$ cat src/rtl/cm3_log.sv
// cm3_log: AHB-Lite slave that accumulates float32 energy samples into an
// unsigned Q32.32 accumulator and returns a Mitchell log2 of the sum as Q16.16.
module cm3_log (
  input  logic        hclk,
  input  logic        rst_n,
  input  logic        hsel,
  input  logic        hready_i,
  input  logic        hwrite,
  input  logic [1:0]  htrans,
  input  logic [31:0] haddr,
  input  logic [31:0] hwdata,
  output logic [31:0] hrdata,
  output logic        hready_o,
  output logic        hresp
);

  localparam logic [1:0] AddrData   = 2'd0;
  localparam logic [1:0] AddrCtrl   = 2'd1;
  localparam logic [1:0] AddrResult = 2'd2;

  logic        r_valid;
  logic        r_write;
  logic [1:0]  r_addr;
  logic [63:0] r_acc;
  logic [15:0] r_count;

  logic        w_accept;
  logic        w_wr_data;
  logic        w_wr_clear;
  logic        w_rd_result;
  logic [7:0]  w_exp;
  logic [63:0] w_mant;
  logic [63:0] w_conv;
  logic [64:0] w_sum;
  logic [5:0]  w_p;
  logic [63:0] w_norm;
  logic [15:0] w_int;
  logic [31:0] w_log;

  assign hready_o = 1'b1;
  assign hresp    = 1'b0;

  assign w_accept    = hsel & hready_i & htrans[1];
  assign w_wr_data   = r_valid & r_write & (r_addr == AddrData);
  assign w_wr_clear  = r_valid & r_write & (r_addr == AddrCtrl) & hwdata[0];
  assign w_rd_result = r_valid & ~r_write & (r_addr == AddrResult);

  // Address-phase capture; a data phase lasts exactly one cycle (no wait states).
  always_ff @(posedge hclk or negedge rst_n) begin
    if (!rst_n) begin
      r_valid <= 1'b0;
      r_write <= 1'b0;
      r_addr  <= 2'd0;
    end else begin
      r_valid <= w_accept;
      r_write <= hwrite;
      r_addr  <= haddr[3:2];
    end
  end

  // Float32 magnitude to Q32.32: {1,mant} scaled by 2^(e-118), saturating above 2^32.
  always_comb begin
    w_exp  = hwdata[30:23];
    w_mant = {40'd0, 1'b1, hwdata[22:0]};
    w_conv = 64'd0;
    if (w_exp == 8'd0) begin
      w_conv = 64'd0;
    end else if (w_exp >= 8'd159) begin
      w_conv = {64{1'b1}};
    end else if (w_exp >= 8'd118) begin
      w_conv = w_mant << (w_exp - 8'd118);
    end else begin
      w_conv = w_mant >> (8'd118 - w_exp);
    end
  end

  assign w_sum = {1'b0, r_acc} + {1'b0, w_conv};

  // Accumulator and sample count; clear by CTRL write or by RESULT read.
  always_ff @(posedge hclk or negedge rst_n) begin
    if (!rst_n) begin
      r_acc   <= 64'd0;
      r_count <= 16'd0;
    end else if (w_wr_clear || w_rd_result) begin
      r_acc   <= 64'd0;
      r_count <= 16'd0;
    end else if (w_wr_data) begin
      r_acc   <= w_sum[64] ? {64{1'b1}} : w_sum[63:0];
      r_count <= (r_count == 16'hFFFF) ? r_count : r_count + 16'd1;
    end
  end

  // Mitchell log2: leading-one index gives the integer part, the bits below it the fraction.
  always_comb begin
    w_p = 6'd0;
    for (int i = 0; i < 64; i++) begin
      if (r_acc[i]) w_p = 6'(i);
    end
    w_norm = r_acc << (6'd63 - w_p);
    w_int  = {10'd0, w_p} - 16'd32;
    w_log  = (r_acc == 64'd0) ? 32'h8000_0000 : {w_int, w_norm[62:47]};
  end

  // Read data mux, driven only during a valid read data phase.
  always_comb begin
    hrdata = 32'd0;
    if (r_valid && !r_write) begin
      unique case (r_addr)
        AddrCtrl:   hrdata = {16'd0, r_count};
        AddrResult: hrdata = w_log;
        default:    hrdata = 32'd0;
      endcase
    end
  end

endmodule

$ cat config.mk
export PLATFORM = sky130hd
export DESIGN_NAME = cm3_log
export DESIGN_NICKNAME = d
export VERILOG_FILES = /design/src/rtl/cm3_log.sv
export SDC_FILE = /design/constraint.sdc
export NUM_CORES = 1
export LEC_CHECK = 0
export BUFFER_PORTS_ARGS = -buffer_cell sky130_fd_sc_hd__buf_2
export CAP_MARGIN = 5
export CORE_MARGIN = 4
export CORE_UTILIZATION = 63
export DETAILED_ROUTE_END_ITERATION = 8
export PLACE_DENSITY = 0.86
export SLEW_MARGIN = 25
export SYNTH_ARGS = -nofsm -noshare
export SYNTH_HDL_FRONTEND = slang
export SYNTH_SLANG_ARGS = --single-unit
$ cat constraint.sdc
create_clock -name hclk -period 5 [get_ports hclk]
set_clock_uncertainty 0.15 [all_clocks]
set_input_delay 1 -clock hclk [delete_from_list [all_inputs] [get_ports hclk]]
set_output_delay 1 -clock hclk [all_outputs]
set_load 0.01 [all_outputs]
==> impl_metrics.env, run 1 <==
export IMPL_place_ws_ns=-1.465
export IMPL_dp_hpwl_mm=49.59
export IMPL_synth_cells=1916
export IMPL_synthDistinctLibCells=79
export IMPL_gp_congestion=1.208
export IMPL_yosys_warnings=0
export IMPL_synthFlopType="dfrtp_1"
export IMPL_async_flop_share=1.000
export IMPL_failed_stage="global routing (5_1_grt)"
export IMPL_grt_util_all_layers=0.8515
export IMPL_synth_area_sq_mm=0.01408
export IMPL_grt_pass1_vias=26190
export IMPL_postPlaceCellArea_sq_mm=0.01820
export IMPL_ys_seq_area_frac=0.1493
export IMPL_io_buffers=70
export IMPL_root_buffer="clkbuf_16"
export IMPL_clk_path_buf_depth=2
export IMPL_grt_start_max_net_pins=53
export IMPL_cts_buffers=9
export IMPL_syn_nets=2061
export IMPL_cts_sinks=84
export IMPL_ctsHtreeMaxLevel=3
export IMPL_rows=54
export IMPL_syn_area_per_cell_sq_um=7.350
export IMPL_grt_overflow=539
export IMPL_grt_pass1_wl_mm=162.8
export IMPL_status="aborted with a tool error"
export IMPL_num_io_pins=105
export IMPL_start_util=0.6433
export IMPL_synth_edf_count=0
export IMPL_ys_ff_latch=84
export IMPL_cts_hold_buffers=0
export IMPL_error="[ERROR GRT-0116] Global routing finished with congestion. Check the congestion regions in the DRC Viewer."
export IMPL_die_x_um=157.5
export IMPL_die_height_um=157.5
==> per-stage QoR <==
step,setup TNS [ns],instances
2_1_floorplan,-61.41,1916
3_3_place_gp,-63.14,2618
3_5_place_dp,-85.32,2618
4_1_cts,-36.94,2686
==> what timing repair did <==
item	in CTS
hold endpoints to repair	0
pin swaps	74
setup buffers	47
setup endpoints to repair	80
resized for setup	245
cloned	7
==> per-layer routing <==
layer	track usage	GRT overflow
met4	0.9033	227
met1	0.8275	13
met3	0.7193	7
met2	0.9902	291
met5	0.4821	1
==> cell usage after synthesis (all sizes together), types with 6 or more instances <==
cell / number / area, sq um
a221o: 6 / 60.06
nor2b: 38 / 237.7
o21ai: 185 / 925.9
nor4: 17 / 106.4
o211ai: 16 / 120.1
xor2: 45 / 394.1
nand3: 47 / 235.2
a22oi: 28 / 210.2
nor2: 155 / 581.8
a21o: 32 / 240.2
a21boi: 8 / 60.05
inv: 46 / 172.7
and3: 18 / 112.6
dfrtp: 84 / 2102
or3: 10 / 62.56
xnor2: 40 / 350.3
a221oi: 22 / 192.7
a31oi: 26 / 162.7
or2: 9 / 56.30
mux2: 21 / 236.5
o21bai: 13 / 97.59
a211oi: 29 / 217.7
o221ai: 25 / 219.0
o31ai: 14 / 105.1
mux2i: 182 / 1822
nand4: 10 / 62.56
clkbuf: 85 / 319.1
nand2b: 25 / 156.4
o22ai: 25 / 156.4
o31a: 6 / 52.55
a32oi: 8 / 70.07
nand2: 190 / 713.2
ha: 73 / 913.4
o21a: 26 / 195.2
o2111ai: 6 / 52.55
a31o: 8 / 70.07
buf: 42 / 250.2
a21oi: 177 / 885.9
or4: 9 / 67.56
nor3: 31 / 160.1
mux4: 12 / 270.3
==> cells by family after synthesis <==
logic type / after synthesis / share of synthesized area
fa+ha+maj: 74 / 0.06628
other cells: 2 / 0.0005332
mux: 215 / 0.1653
flops: 84 / 0.1493
compound gates: 702 / 0.3195
simple gates: 581 / 0.1936
xor+xnor: 85 / 0.05286
buf+inv: 173 / 0.05268
==> run 2, diff against run 1 <==
- CORE_UTILIZATION: 63 -> 40
- PLACE_DENSITY: 0.86 -> not set
- PLACE_DENSITY_LB_ADDON: not set -> 0.15
==> run 2 against run 1 <==
Effect of this change:
- the flow now finishes, with violations (setup timing)
- synthesized cell count did not move
- area after synthesis did not move
==> impl_metrics.env, run 2 <==
export IMPL_status="finished with violations"
export IMPL_violations="setup timing"
export IMPL_die_area_sq_mm=0.03828
export IMPL_r2r_setup_slack_ns=1.24
export IMPL_p_total_mw=9.383
export IMPL_die_height_um=195.6
export IMPL_post_route_util=0.6396
export IMPL_min_path_cells=2
export IMPL_synth_top_area_share=0.1493
export IMPL_crit_type="primary input to flop"
export IMPL_wirelength_mm=63.71
export IMPL_rows=68
export IMPL_ant_nets=0
export IMPL_fin_hold_ws_ns=0.4344
export IMPL_synth_common_cells="nand2_1, mux2i_1, a21oi_1"
export IMPL_end_kind="flop"
export IMPL_worst_pin_slew_ns=0.7730
export IMPL_synthFlopType="dfrtp_1"
export IMPL_cts_tree="done"
export IMPL_yosysTopAreaCell="dfrtp_1"
export IMPL_drive_gt1_frac=0.4333
export IMPL_r2r_start="r_acc[0]"
export IMPL_synthXorXnorAreaFrac=0.05286
export IMPL_post_route_worst_setup_slack_ns=-0.6421
export IMPL_wl_per_cell_um=21.16
export IMPL_yosysMostFrequentCell="nand2_1"
export IMPL_max_cap_violations=0
export IMPL_r2r_end="r_acc[7]"
export IMPL_min_to="r_count[15]"
export IMPL_place_ws_ns=-1.550
export IMPL_start_util=0.4067
export IMPL_layout_commonest_cell="buf_4"
export IMPL_fmax_mhz=177.2
export IMPL_setup_tns_ns=-37.36
export IMPL_clk_path_buf_depth=2
export IMPL_dp_hpwl_mm=49.50
export IMPL_final_cell_mix="buf_4, nand2_1, nor2_1, o21ai_0, mux2i_1"
export IMPL_muxShareOfSynthArea=0.1653
export IMPL_cts_sinks=84
export IMPL_viasPerCell=6.075
export IMPL_critPathMaxStageDelay_ns=0.38
export IMPL_synth_top_family_by_area="compound AO/OA/AOI/OAI gates"
export IMPL_die_x_um=195.6
export IMPL_cpLargestDelayFamily="compound AO/OA/AOI/OAI gates"
export IMPL_rsz0062_at_grt="yes"
export IMPL_core_area_sq_mm=0.03463
export IMPL_synth_cells=1916
export IMPL_io_buffers=70
export IMPL_gp_congestion=1.023
export IMPL_worstPathArrival_ns=5.74
export IMPL_area_growth_synth_to_final_pct=57.26
export IMPL_reg_top3="r_acc (64), r_count (16), r_addr (2)"
export IMPL_grt_start_max_net_pins=57
export IMPL_clk_pin_slew_ns=0.06
export IMPL_r2r_cells=17
export IMPL_grt_util_met2=0.5224
export IMPL_critPathMaxFanout=8
export IMPL_antenna_cells=0
export IMPL_crit_cells=28
export IMPL_root_buffer="clkbuf_16"
export IMPL_required_ns=5.09
export IMPL_synth_simple_gate_area_share=0.1936
export IMPL_finalCriticalPeriod_ns=5.642
export IMPL_finalSetupViolations=73
export IMPL_syn_nets=2061
export IMPL_p_per_area_mw_per_mm2=423.7
export IMPL_fin_crit_sh=1.128
export IMPL_synth_compound_area_share=0.3195
export IMPL_synth_edf_count=0
export IMPL_slew_violations=0
export IMPL_grt_pass1_wl_mm=95.72
export IMPL_ys_seq_area_frac=0.1493
export IMPL_largest_register="r_acc"
export IMPL_use_met3=0.03313
export IMPL_synthAdderAreaFrac=0.06628
export IMPL_drtPass1Iterations=6
export IMPL_grt_pass1_vias=17430
export IMPL_cts_hold_buffers=0
export IMPL_nets=2695
export IMPL_cp_slowest_cell="a221o_1"
export IMPL_slew_headroom=0.4847
export IMPL_min_from="r_count[15]"
export IMPL_peakVddDrop_v=0.0002532
export IMPL_grt_overflow=0
export IMPL_busiest_layer="met2"
export IMPL_yosys_warnings=0
export IMPL_critPathLaunchType="primary input"
export IMPL_hold_violations=0
export IMPL_largest_register_ffs=64
export IMPL_min_path_type="flop to flop"
export IMPL_synth_area_leaders="dfrtp_1, mux2i_1, ha_1"
export IMPL_antenna_found_initial=1
export IMPL_syn_area_per_cell_sq_um=7.350
export IMPL_first_iter_violations=1524
export IMPL_worst_skew_pair_late_latency_ns=0.38
export IMPL_async_flop_share=1.000
export IMPL_p_leak_nw=9.935
export IMPL_num_io_pins=105
export IMPL_ys_ff_latch=84
export IMPL_fillers=2971
export IMPL_grt_util_all_layers=0.3089
export IMPL_via_count=18290
export IMPL_ctsHtreeMaxLevel=3
export IMPL_use_met1=0.3994
export IMPL_drc=0
export IMPL_synth_area_sq_mm=0.01408
export IMPL_synthDistinctLibCells=79
export IMPL_crit_top_cell="buf_4"
export IMPL_cts_buffers=9
export IMPL_crit_buf_inv=9
[run 2: worst min-delay path: cells and delay by family, from the launching register on]
family | cells | cell delay [ns]
simple gates | 1 | 0.08
flops | 1 | 0.39
xor+xnor | 1 | 0.08
[run 2: worst max-delay path by stage]
stage	from	endpoint	slack [ns]
2_1_floorplan	hwdata[23]	r_acc[12]	-1.02
3_3_place_gp	hwdata[23]	r_acc[54]	-1.52
3_5_place_dp	hwdata[23]	r_acc[33]	-1.55
4_1_cts	hwdata[24]	r_acc[8]	-0.54
5_1_grt	hwdata[24]	r_acc[44]	-0.85
6_report	hwdata[25]	r_acc[4]	-0.64
[run 2: cell type report]
| cell class | count | area (sq um) | area share |
|---|---|---|---|
| multi-input cells | 1659 | 13020 | 0.5879 |
| repair buffers | 750 | 5952 | 0.2687 |
| flip-flops and latches | 84 | 2110 | 0.09525 |
| well taps | 455 | 569.3 | 0.02570 |
| clock buffers | 10 | 239.0 | 0.01079 |
| inverters | 46 | 177.7 | 0.008022 |
| clock inverters | 6 | 80.08 | 0.003616 |
[run 2: metal layers]
layer	share of wire	vias to the layer above
met3	0.064	206
met2	0.47	821
met5	0.00020	-
li1	-	8513
met1	0.41	8745
met4	0.055	2
[run 2: logic make-up (layout without fill, tap and decap cells)]
| kind of cell | count (synthesis) | in the layout |
|---|---|---|
| flip-flops | 84 | 84 |
| AND/OR/NAND/NOR | 581 | 581 |
| adder cells (fa/ha/maj) | 74 | 74 |
| multiplexers | 215 | 215 |
| buffers and inverters | 173 | 812 |
| other | 2 | 2 |
| AO/OA/AOI/OAI | 702 | 702 |
| XOR/XNOR | 85 | 85 |
[run 2: timing repair]
action | CTS | global route
resized for setup | 203 | 197
cloned | 4 | 4
pin swaps | 47 | 57
setup buffers | 29 | 30
setup endpoints to repair | 80 | 80
[run 2: power breakdown]
part / internal [mW] / total [mW] / switching [mW]
Clock: 0.409 / 0.734 / 0.324
Sequential: 0.829 / 1.06 / 0.233
Combinational: 3.69 / 7.59 / 3.90
Total: 4.92 / 9.38 / 4.46
[run 2: metrics by stage]
| step | instances | area, sq um |
|---|---|---|
| after global routing | 3010 | 22150 |
| after floorplan | 1916 | 14390 |
| final | 3010 | 22150 |
| after CTS | 2977 | 20880 |
| after global placement | 2930 | 19460 |
| after detailed placement | 2930 | 19460 |
Note: power is estimated with default switching activity, not from simulation.
